### src/rtl/alarm_pkg.sv
// Shared definitions for the sequential lights-left-on alarm: state encoding
// and compile-time sizing helpers.
package alarm_pkg;

  typedef enum logic [1:0] {
    ST_IDLE  = 2'd0,
    ST_PEND  = 2'd1,
    ST_ALARM = 2'd2,
    ST_MUTE  = 2'd3
  } state_e;

  // Bits needed to hold the values 0..v-1 (at least 1 bit).
  function automatic int clog2(input int v);
    int r;
    r = 0;
    while ((1 << r) < v) r++;
    return (r < 1) ? 1 : r;
  endfunction

  function automatic int max_int(input int a, input int b);
    return (a > b) ? a : b;
  endfunction

endpackage

### src/rtl/alarm_dncnt.sv
// Loadable down counter with a zero flag. Load has priority over decrement;
// decrementing at zero is never requested by the controller.
module alarm_dncnt #(
  parameter int CW = 4
) (
  input  logic          clk,
  input  logic          reset,
  input  logic          load_i,
  input  logic [CW-1:0] load_val_i,
  input  logic          dec_i,
  output logic [CW-1:0] cnt_o,
  output logic          zero_o
);

  logic [CW-1:0] cnt_q;
  logic [CW-1:0] cnt_d;

  // Next count: load, decrement or hold.
  always_comb begin
    // NOTE: assigning a default first means every path writes cnt_d, so no latch is inferred.
    cnt_d = cnt_q;
    if (load_i) begin
      cnt_d = load_val_i;
    end else if (dec_i) begin
      cnt_d = cnt_q - CW'(1);
    end
  end

  // Count register, cleared asynchronously.
  always_ff @(posedge clk or posedge reset) begin
    // NOTE: non-blocking assignments keep every register updating from pre-edge values.
    if (reset) cnt_q <= '0;
    else       cnt_q <= cnt_d;
  end

  assign cnt_o  = cnt_q;
  assign zero_o = (cnt_q == '0);

endmodule

### src/rtl/alarm_ctrl_seq.sv
// Lights-left-on alarm controller: arms after the warning condition has held
// for DELAY_CYCLES, sounds for up to HOLD_CYCLES, can be acknowledged, latches
// the open doors at alarm time and counts alarm events (saturating).
module alarm_ctrl_seq
  import alarm_pkg::*;
#(
  parameter int N_DOORS      = 4,
  parameter int DELAY_CYCLES = 8,
  parameter int HOLD_CYCLES  = 16,
  parameter int EVT_W        = 8
) (
  input  logic               clk,
  input  logic               reset,
  input  logic               sLuz,
  input  logic [N_DOORS-1:0] sPrta,
  input  logic               sIgn,
  input  logic               sAck,
  output logic               sAlarm,
  output logic [1:0]         sState,
  output logic [N_DOORS-1:0] sDoorLatch,
  output logic [EVT_W-1:0]   sEvtCnt
);

  localparam int CW = clog2(max_int(DELAY_CYCLES, HOLD_CYCLES) + 1);
  localparam logic [CW-1:0] DELAY_LD = CW'(DELAY_CYCLES - 1);
  localparam logic [CW-1:0] HOLD_LD  = CW'(HOLD_CYCLES - 1);

  state_e             state_q;
  logic               alarm_q;
  logic [N_DOORS-1:0] door_latch_q;
  logic [EVT_W-1:0]   evt_cnt_q;
  logic [EVT_W-1:0]   evt_cnt_d;

  logic               cond;
  logic               cnt_load;
  logic [CW-1:0]      cnt_load_val;
  logic               cnt_dec;
  logic               cnt_zero;
  logic [CW-1:0]      cnt_val;

  assign cond = sLuz & ~sIgn & (|sPrta);

  // Saturating increment of the event counter.
  assign evt_cnt_d = (evt_cnt_q == '1) ? evt_cnt_q : evt_cnt_q + EVT_W'(1);

  // Counter control: load the delay on arming, the hold time on firing,
  // otherwise count down while PEND or an unacknowledged ALARM persists.
  always_comb begin
    cnt_load     = 1'b0;
    cnt_load_val = DELAY_LD;
    cnt_dec      = 1'b0;
    case (state_q)
      ST_IDLE: begin
        if (cond) cnt_load = 1'b1;
      end
      ST_PEND: begin
        if (cond) begin
          if (cnt_zero) begin
            cnt_load     = 1'b1;
            cnt_load_val = HOLD_LD;
          end else begin
            cnt_dec = 1'b1;
          end
        end
      end
      ST_ALARM: begin
        if (cond && !sAck && !cnt_zero) cnt_dec = 1'b1;
      end
      default: ;
    endcase
  end

  alarm_dncnt #(
    .CW(CW)
  ) u_dncnt (
    .clk        (clk),
    .reset      (reset),
    .load_i     (cnt_load),
    .load_val_i (cnt_load_val),
    .dec_i      (cnt_dec),
    .cnt_o      (cnt_val),
    .zero_o     (cnt_zero)
  );

  // Main FSM with registered buzzer, door snapshot and event count.
  always_ff @(posedge clk or posedge reset) begin
    if (reset) begin
      state_q      <= ST_IDLE;
      alarm_q      <= 1'b0;
      door_latch_q <= '0;
      evt_cnt_q    <= '0;
    end else begin
      case (state_q)
        ST_IDLE: begin
          if (cond) state_q <= ST_PEND;
        end
        ST_PEND: begin
          if (!cond) begin
            state_q      <= ST_IDLE;
            door_latch_q <= '0;
          end else if (cnt_zero) begin
            state_q      <= ST_ALARM;
            alarm_q      <= 1'b1;
            door_latch_q <= sPrta;
            evt_cnt_q    <= evt_cnt_d;
          end
        end
        ST_ALARM: begin
          // Losing the condition outranks acknowledge and auto-mute.
          if (!cond) begin
            state_q      <= ST_IDLE;
            alarm_q      <= 1'b0;
            door_latch_q <= '0;
          end else if (sAck || cnt_zero) begin
            state_q <= ST_MUTE;
            alarm_q <= 1'b0;
          end
        end
        default: begin
          if (!cond) begin
            state_q      <= ST_IDLE;
            door_latch_q <= '0;
          end
        end
      endcase
    end
  end

  assign sAlarm     = alarm_q;
  assign sState     = state_q;
  assign sDoorLatch = door_latch_q;
  assign sEvtCnt    = evt_cnt_q;

  // The raw count value is only consumed through its zero flag.
  logic unused_cnt;
  assign unused_cnt = ^cnt_val;

endmodule

### config.mk
export PLATFORM = sky130hd
export DESIGN_NAME = alarm_ctrl_seq
export DESIGN_NICKNAME = d
export VERILOG_FILES = /design/src/rtl/alarm_pkg.sv /design/src/rtl/alarm_dncnt.sv /design/src/rtl/alarm_ctrl_seq.sv
export SDC_FILE = /design/constraint.sdc
export NUM_CORES = 1
export LEC_CHECK = 0
export BUFFER_PORTS_ARGS = -buffer_cell sky130_fd_sc_hd__buf_4
export CAP_MARGIN = 10
export CORE_ASPECT_RATIO = 0.8
export CORE_MARGIN = 2
export CORE_UTILIZATION = 53
export DETAILED_ROUTE_END_ITERATION = 8
export GPL_ROUTABILITY_DRIVEN = 0
export PLACE_DENSITY = 0.86
export SYNTH_ARGS = -nofsm -noshare
export SYNTH_HDL_FRONTEND = slang
export SYNTH_SLANG_ARGS = --single-unit
### constraint.sdc
create_clock -name clk -period 2.2 [get_ports clk]
set_input_delay 0.33 -clock clk [delete_from_list [all_inputs] [get_ports clk]]
set_output_delay 0.33 -clock clk [all_outputs]
set_load 0.02 [all_outputs]
==> flow_summary.ini, run 1 <==
[global_routing]
grt_pass1_vias = 862
grt_util_all_layers_pct = 20.6
antenna_found_initial = 0
overflow = 0
grt_pass1_wl_um = 3950
grt_max_degree = 21

[clocking]
hold_buffers = 0
cts_buffers = 3
cts.root.buffer_cell = clkbuf_4
cts_tree = done
clk_latency_ps = 310
postCtsSetupBuffers = 0
cts_buffer_depth = 2
cts_resized = 0
clkTransAtPathRegs_ps = 120
h-tree-depth = 1
cts_sinks = 20

[critical_path]
slowest_delay_ps = 520
crit_path_max_fanout = 7
crit_required_ps = 2420
criticalPathCategory = flip-flop to flip-flop
critical_path_arrival_ps = 2330
worstRegToRegCells = 7
cp-startpoint = sState[0]$_DFFE_PP0P_
critical_path.endpoint = u_dncnt.cnt_o[3]$_DFFE_PP0P_
slowest_stage = or4_1
startpoint_type = flip-flop
r2r_setup_slack_ps = 90
timing.rr.end = u_dncnt.cnt_o[3]$_DFFE_PP0P_
r2r_start = sState[0]$_DFFE_PP0P_
crit_path_end_kind = flip-flop
crit_chain = inv_1 -> ha_2 -> nor2b_1 -> o21ai_0 -> or4_1 -> xnor2_1 -> a21o_2

[floorplan]
rows = 15
start_util_pct = 54.5
die-area_sq_um = 2550
die_x_um = 56.0
die_h_um = 45.6
io_pins = 24
core_area_sq_um = 2100

[routing]
ant_nets = 0
vias = 947
vias_per_cell = 5.60
avgRoutedWirePerCell_um = 14.2
dr.pass1.iters = 5
wl_um = 2410
drc = 0
drt_iter0_markers = 24

[synthesis]
postSynthNetCount = 131
synth-edff-count = 0
syn_inst = 116
synth-seq-area-share_pct = 43.7
yosysMostFrequentCell = dfrtp_1
ys_warn_count = 0
synth_common_cells = dfrtp_1 (20), inv_1 (13), nand2_1 (12)
yosys.area.top_type = dfrtp_1
synth_top_cell_area_share_pct = 43.7
ys_async_sr_fraction_pct = 100
synthTopCellsByArea = dfrtp_1 (44%), ha_1 (6.6%), xnor2_1 (4.6%)
synth_cell_types = 38
avgSynthCellArea_sq_um = 9.88
synth_ff_type = dfrtp_1
ys_ff_latch = 20
netlist_area_sq_um = 1150

[finish]
fin_nets = 160
fin_cells = 169
final_area_sq_um = 1410
syn_to_final_growth_pct = 23.4
seqCellArea_sq_um = 502
n_antenna_cell = 0
layout-drive-gt1-share_pct = 30.6
num-fill-cells = 169
multi_input_area_sq_um = 601

[timing]
fin_setup_tns_ps = 0
whs_ps = 131
fmax_mhz = 474
fin_skew_ps = 6.45
worst_slew_pin_slew_ps = 741
finalWorstSetupSlack_ps = 89.6
setup_viol = 0
fin_crit_ps = 2110
hold_viol_final = 0
period_share_pct = 95.9
final_max_slew_viol_count = 0
maxSlewHeadroom_pct = 50.6

[placement]
io_buffers = 23
dp.cells = 165
placed_cell_area_sq_um = 1370
pre_cts_slack_ps = 91.8
post-dp-hpwl_um = 1800

[worst_hold_path]
min-delay-path-class = input port to asynchronous set/reset pin

[job]
max_cap_violations = 0

[power]
powerDensity_nw_per_um2 = 820
peakVddDrop_v = 0.000604
cellLeakagePower_nw = 0.680

[status]
status = finished, final reports clean
-- layer usage --
| metal | up-vias | part of all wire (%) | wire [um] | GRT usage [%] |
|---|---|---|---|---|
| met5 | - | 0 | 0 | 0 |
| met4 | 0 | 0.87 | 21 | 5.24 |
| met3 | 5 | 6.1 | 146 | 5.97 |
| met2 | 31 | 47 | 1140 | 34.1 |
| met1 | 449 | 46 | 1100 | 27.0 |
| li1 | 462 | - | - | - |
-- how the worst min path moves through the flow --
stage          slack [ps]              startpoint                      to
6_report              130                   reset  sEvtCnt[5]$_DFFE_PP0P_
5_1_grt               210                   reset  sEvtCnt[5]$_DFFE_PP0P_
2_1_floorplan         290                   reset      sAlarm$_DFFE_PP0P_
4_1_cts               160                   reset  sEvtCnt[7]$_DFFE_PP0P_
3_5_place_dp          480  sEvtCnt[5]$_DFFE_PP0P_  sEvtCnt[5]$_DFFE_PP0P_
3_3_place_gp          480  sEvtCnt[5]$_DFFE_PP0P_  sEvtCnt[5]$_DFFE_PP0P_
-- cells by family (layout without fill, tap and decap cells) --
family                   Yosys count  after routing  share of synthesized area, %
buffers and inverters             15             43                          4.91
XOR/XNOR                           9              9                          6.88
flip-flops                        20             20                          43.7
AO/OA/AOI/OAI                     25             25                          14.8
AND/OR/NAND/NOR                   39             39                          21.3
multiplexers                       2              2                          1.86
adder cells (fa/ha/maj)            6              6                          6.55
-- metrics by stage --
| step | util [%] | total power, mW |
|---|---|---|
| 2_1_floorplan | - | 0.778 |
| 3_3_place_gp | 64.9 | 0.913 |
| 3_5_place_dp | 64.9 | 0.933 |
| 4_1_cts | 66.7 | 1.16 |
| 5_1_grt | 67.3 | 1.24 |
| 6_report | 67.3 | 1.16 |
-- power breakdown --
group          leakage (nW)  internal, mW  switching [mW]  total, mW
clock                0.0210         0.101           0.121      0.222
sequential            0.257         0.412          0.0397      0.451
combinational         0.402         0.199           0.286      0.486
-- sequential cells by signal, indices dropped and copies added (netlist names) --
signal	count
sAlarm	1
sDoorLatch	4
sEvtCnt	8
sState	2
u_dncnt.cnt_o	5
-- layout make-up --
| type | count | share of cell area [%] |
|---|---|---|
| clock buffer | 4 | 2.57 |
| inverter | 13 | 3.45 |
| multi-input combinational | 81 | 42.5 |
| tap | 25 | 2.21 |
| sequential | 20 | 35.5 |
| timing repair buffer | 26 | 13.8 |
-- cell usage in the layout, fill, tap and decap left out, drive strengths merged, types with 3 or more instances in the layout --
cell,n
a21oi,5
buf,26
clkbuf,4
dfrtp,20
ha,6
inv,13
nand2,12
nand4,4
nor2,6
o21ai,9
xnor2,6
xor2,3
-- worst max-delay path, delay by kind of cell, from the launching register on --
kind	cells	cell delay, ps
AO/OA/AOI/OAI	2	360
XOR/XNOR	1	140
adder cells (fa/ha/maj)	1	270
buffers and inverters	1	120
flip-flops	1	460
AND/OR/NAND/NOR	2	660
Note: power is estimated with default switching activity, not from simulation.
==> run 2: changes to the inputs <==
--- a/config.mk
+++ b/config.mk
@@ -8,7 +8,7 @@
 export BUFFER_PORTS_ARGS = -buffer_cell sky130_fd_sc_hd__buf_4
 export CAP_MARGIN = 10
 export CORE_ASPECT_RATIO = 0.8
-export CORE_MARGIN = 2
+export CORE_MARGIN = 3
 export CORE_UTILIZATION = 53
 export DETAILED_ROUTE_END_ITERATION = 8
 export GPL_ROUTABILITY_DRIVEN = 0
==> flow_summary.ini, run 2 (synthesis results as in run 1) <==
[placement]
io_buffers = 23
placed_cell_area_sq_um = 1360
post-dp-hpwl_um = 1870
pre_cts_slack_ps = 106
dp.cells = 164

[timing]
fin_crit_ps = 2120
maxSlewHeadroom_pct = 47.7
hold_viol_final = 0
worst_slew_pin_slew_ps = 777
period_share_pct = 96.2
whs_ps = 131
fin_setup_tns_ps = 0
fin_skew_ps = 12.5
finalWorstSetupSlack_ps = 82.5
setup_viol = 0
final_max_slew_viol_count = 0
fmax_mhz = 472

[clocking]
clkTransAtPathRegs_ps = 120
hold_buffers = 0
cts.root.buffer_cell = clkbuf_4
cts_tree = done
h-tree-depth = 1
cts_buffer_depth = 2
cts_buffers = 3
cts_sinks = 20
clk_latency_ps = 310

[routing]
ant_nets = 0
dr.pass1.iters = 4
wl_um = 2510
avgRoutedWirePerCell_um = 14.6
vias = 995
drt_iter0_markers = 32
drc = 0
vias_per_cell = 5.78

[global_routing]
grt_util_all_layers_pct = 19.2
grt_max_degree = 21
grt_pass1_vias = 858
overflow = 0
grt_pass1_wl_um = 3910
antenna_found_initial = 0

[critical_path]
r2r_setup_slack_ps = 80
crit_path_max_fanout = 5
worstRegToRegCells = 7
criticalPathCategory = flip-flop to flip-flop
crit_required_ps = 2410
timing.rr.end = sEvtCnt[4]$_DFFE_PP0P_
cp-startpoint = u_dncnt.cnt_o[1]$_DFFE_PP0P_
critical_path_arrival_ps = 2330
crit_path_end_kind = flip-flop
startpoint_type = flip-flop
critical_path.endpoint = sEvtCnt[4]$_DFFE_PP0P_
r2r_start = u_dncnt.cnt_o[1]$_DFFE_PP0P_

[finish]
n_antenna_cell = 0
fin_cells = 172
num-fill-cells = 139
final_area_sq_um = 1450
syn_to_final_growth_pct = 26.9
largest_reg_flops = 8
final_common_cell = buf_4
final_util_pct = 74.1
fin_nets = 164
mostFrequentLayoutCells = buf_4 (30), dfrtp_1 (20), inv_1 (12), nand2_1 (12), o21ai_0 (8)
layout-drive-gt1-share_pct = 33.1

[power]
finalPower_mw = 1.16
powerDensity_nw_per_um2 = 799
peakVddDrop_v = 0.000561
cellLeakagePower_nw = 0.695

[floorplan]
rows = 14
core_area_sq_um = 1960
start_util_pct = 58.4
die_h_um = 47.6
io_pins = 24
die-area_sq_um = 2760
die_x_um = 58.0

[job]
max_cap_violations = 0

[status]
status = finished, final reports clean

[worst_hold_path]
min-delay-path-class = input port to asynchronous set/reset pin
run 2: cell count changes in the layout (fill, tap and decap cells not counted), sizes merged:
cell,before,now
buf,26,30
run 2: layout make-up:
cell class / instances / area, sq um / area share (%)
Clock buffer: 4 / 36.3 / 2.50
Sequential cell: 20 / 500 / 34.4
Timing Repair Buffer: 30 / 225 / 15.5
Inverter: 13 / 48.8 / 3.36
Multi-Input combinational cell: 81 / 613 / 42.2
Tap cell: 24 / 30.0 / 2.07
run 2: metal layers:
metal / up-vias / part of all wire (%) / global-route usage [%]
met2: 41 / 49 / 32.0
met3: 5 / 7.2 / 4.85
li1: 474 / - / -
met4: 0 / 0.88 / 5.56
met5: - / 0 / 0
met1: 475 / 43 / 25.4
run 2: worst min path at each step:
stage / start / end / cells after the start
2_1_floorplan: reset / sAlarm$_DFFE_PP0P_ / 1
3_3_place_gp: sEvtCnt[5]$_DFFE_PP0P_ / sEvtCnt[5]$_DFFE_PP0P_ / 1
3_5_place_dp: sEvtCnt[5]$_DFFE_PP0P_ / sEvtCnt[5]$_DFFE_PP0P_ / 1
4_1_cts: reset / u_dncnt.cnt_o[0]$_DFFE_PP0P_ / 2
5_1_grt: reset / u_dncnt.cnt_o[0]$_DFFE_PP0P_ / 2
6_report: reset / u_dncnt.cnt_o[0]$_DFFE_PP0P_ / 2
run 2: worst max-delay path, cell delays in order (launching register included):
cell	delay [ps]
dfrtp_1	390
inv_1	100
ha_4	150
or4b_4	490
nor4_4	390
and3b_1	270
nand2_1	90
xnor2_1	130
run 2: power by group:
| group | total, mW | leakage (nW) | internal [mW] | switching (mW) |
|---|---|---|---|---|
| registers | 0.450 | 0.259 | 0.410 | 0.0398 |
| clock network | 0.215 | 0.0210 | 0.101 | 0.114 |
| logic | 0.496 | 0.415 | 0.206 | 0.290 |
run 2: what timing repair did:
| item | 4_1_cts | 5_1_grt |
|---|---|---|
| setup buffers | 0 | 4 |
| gates resized for setup | 0 | 5 |
| endpoints found under the hold margin | 0 | 0 |
| endpoints found under the setup margin | 0 | 11 |
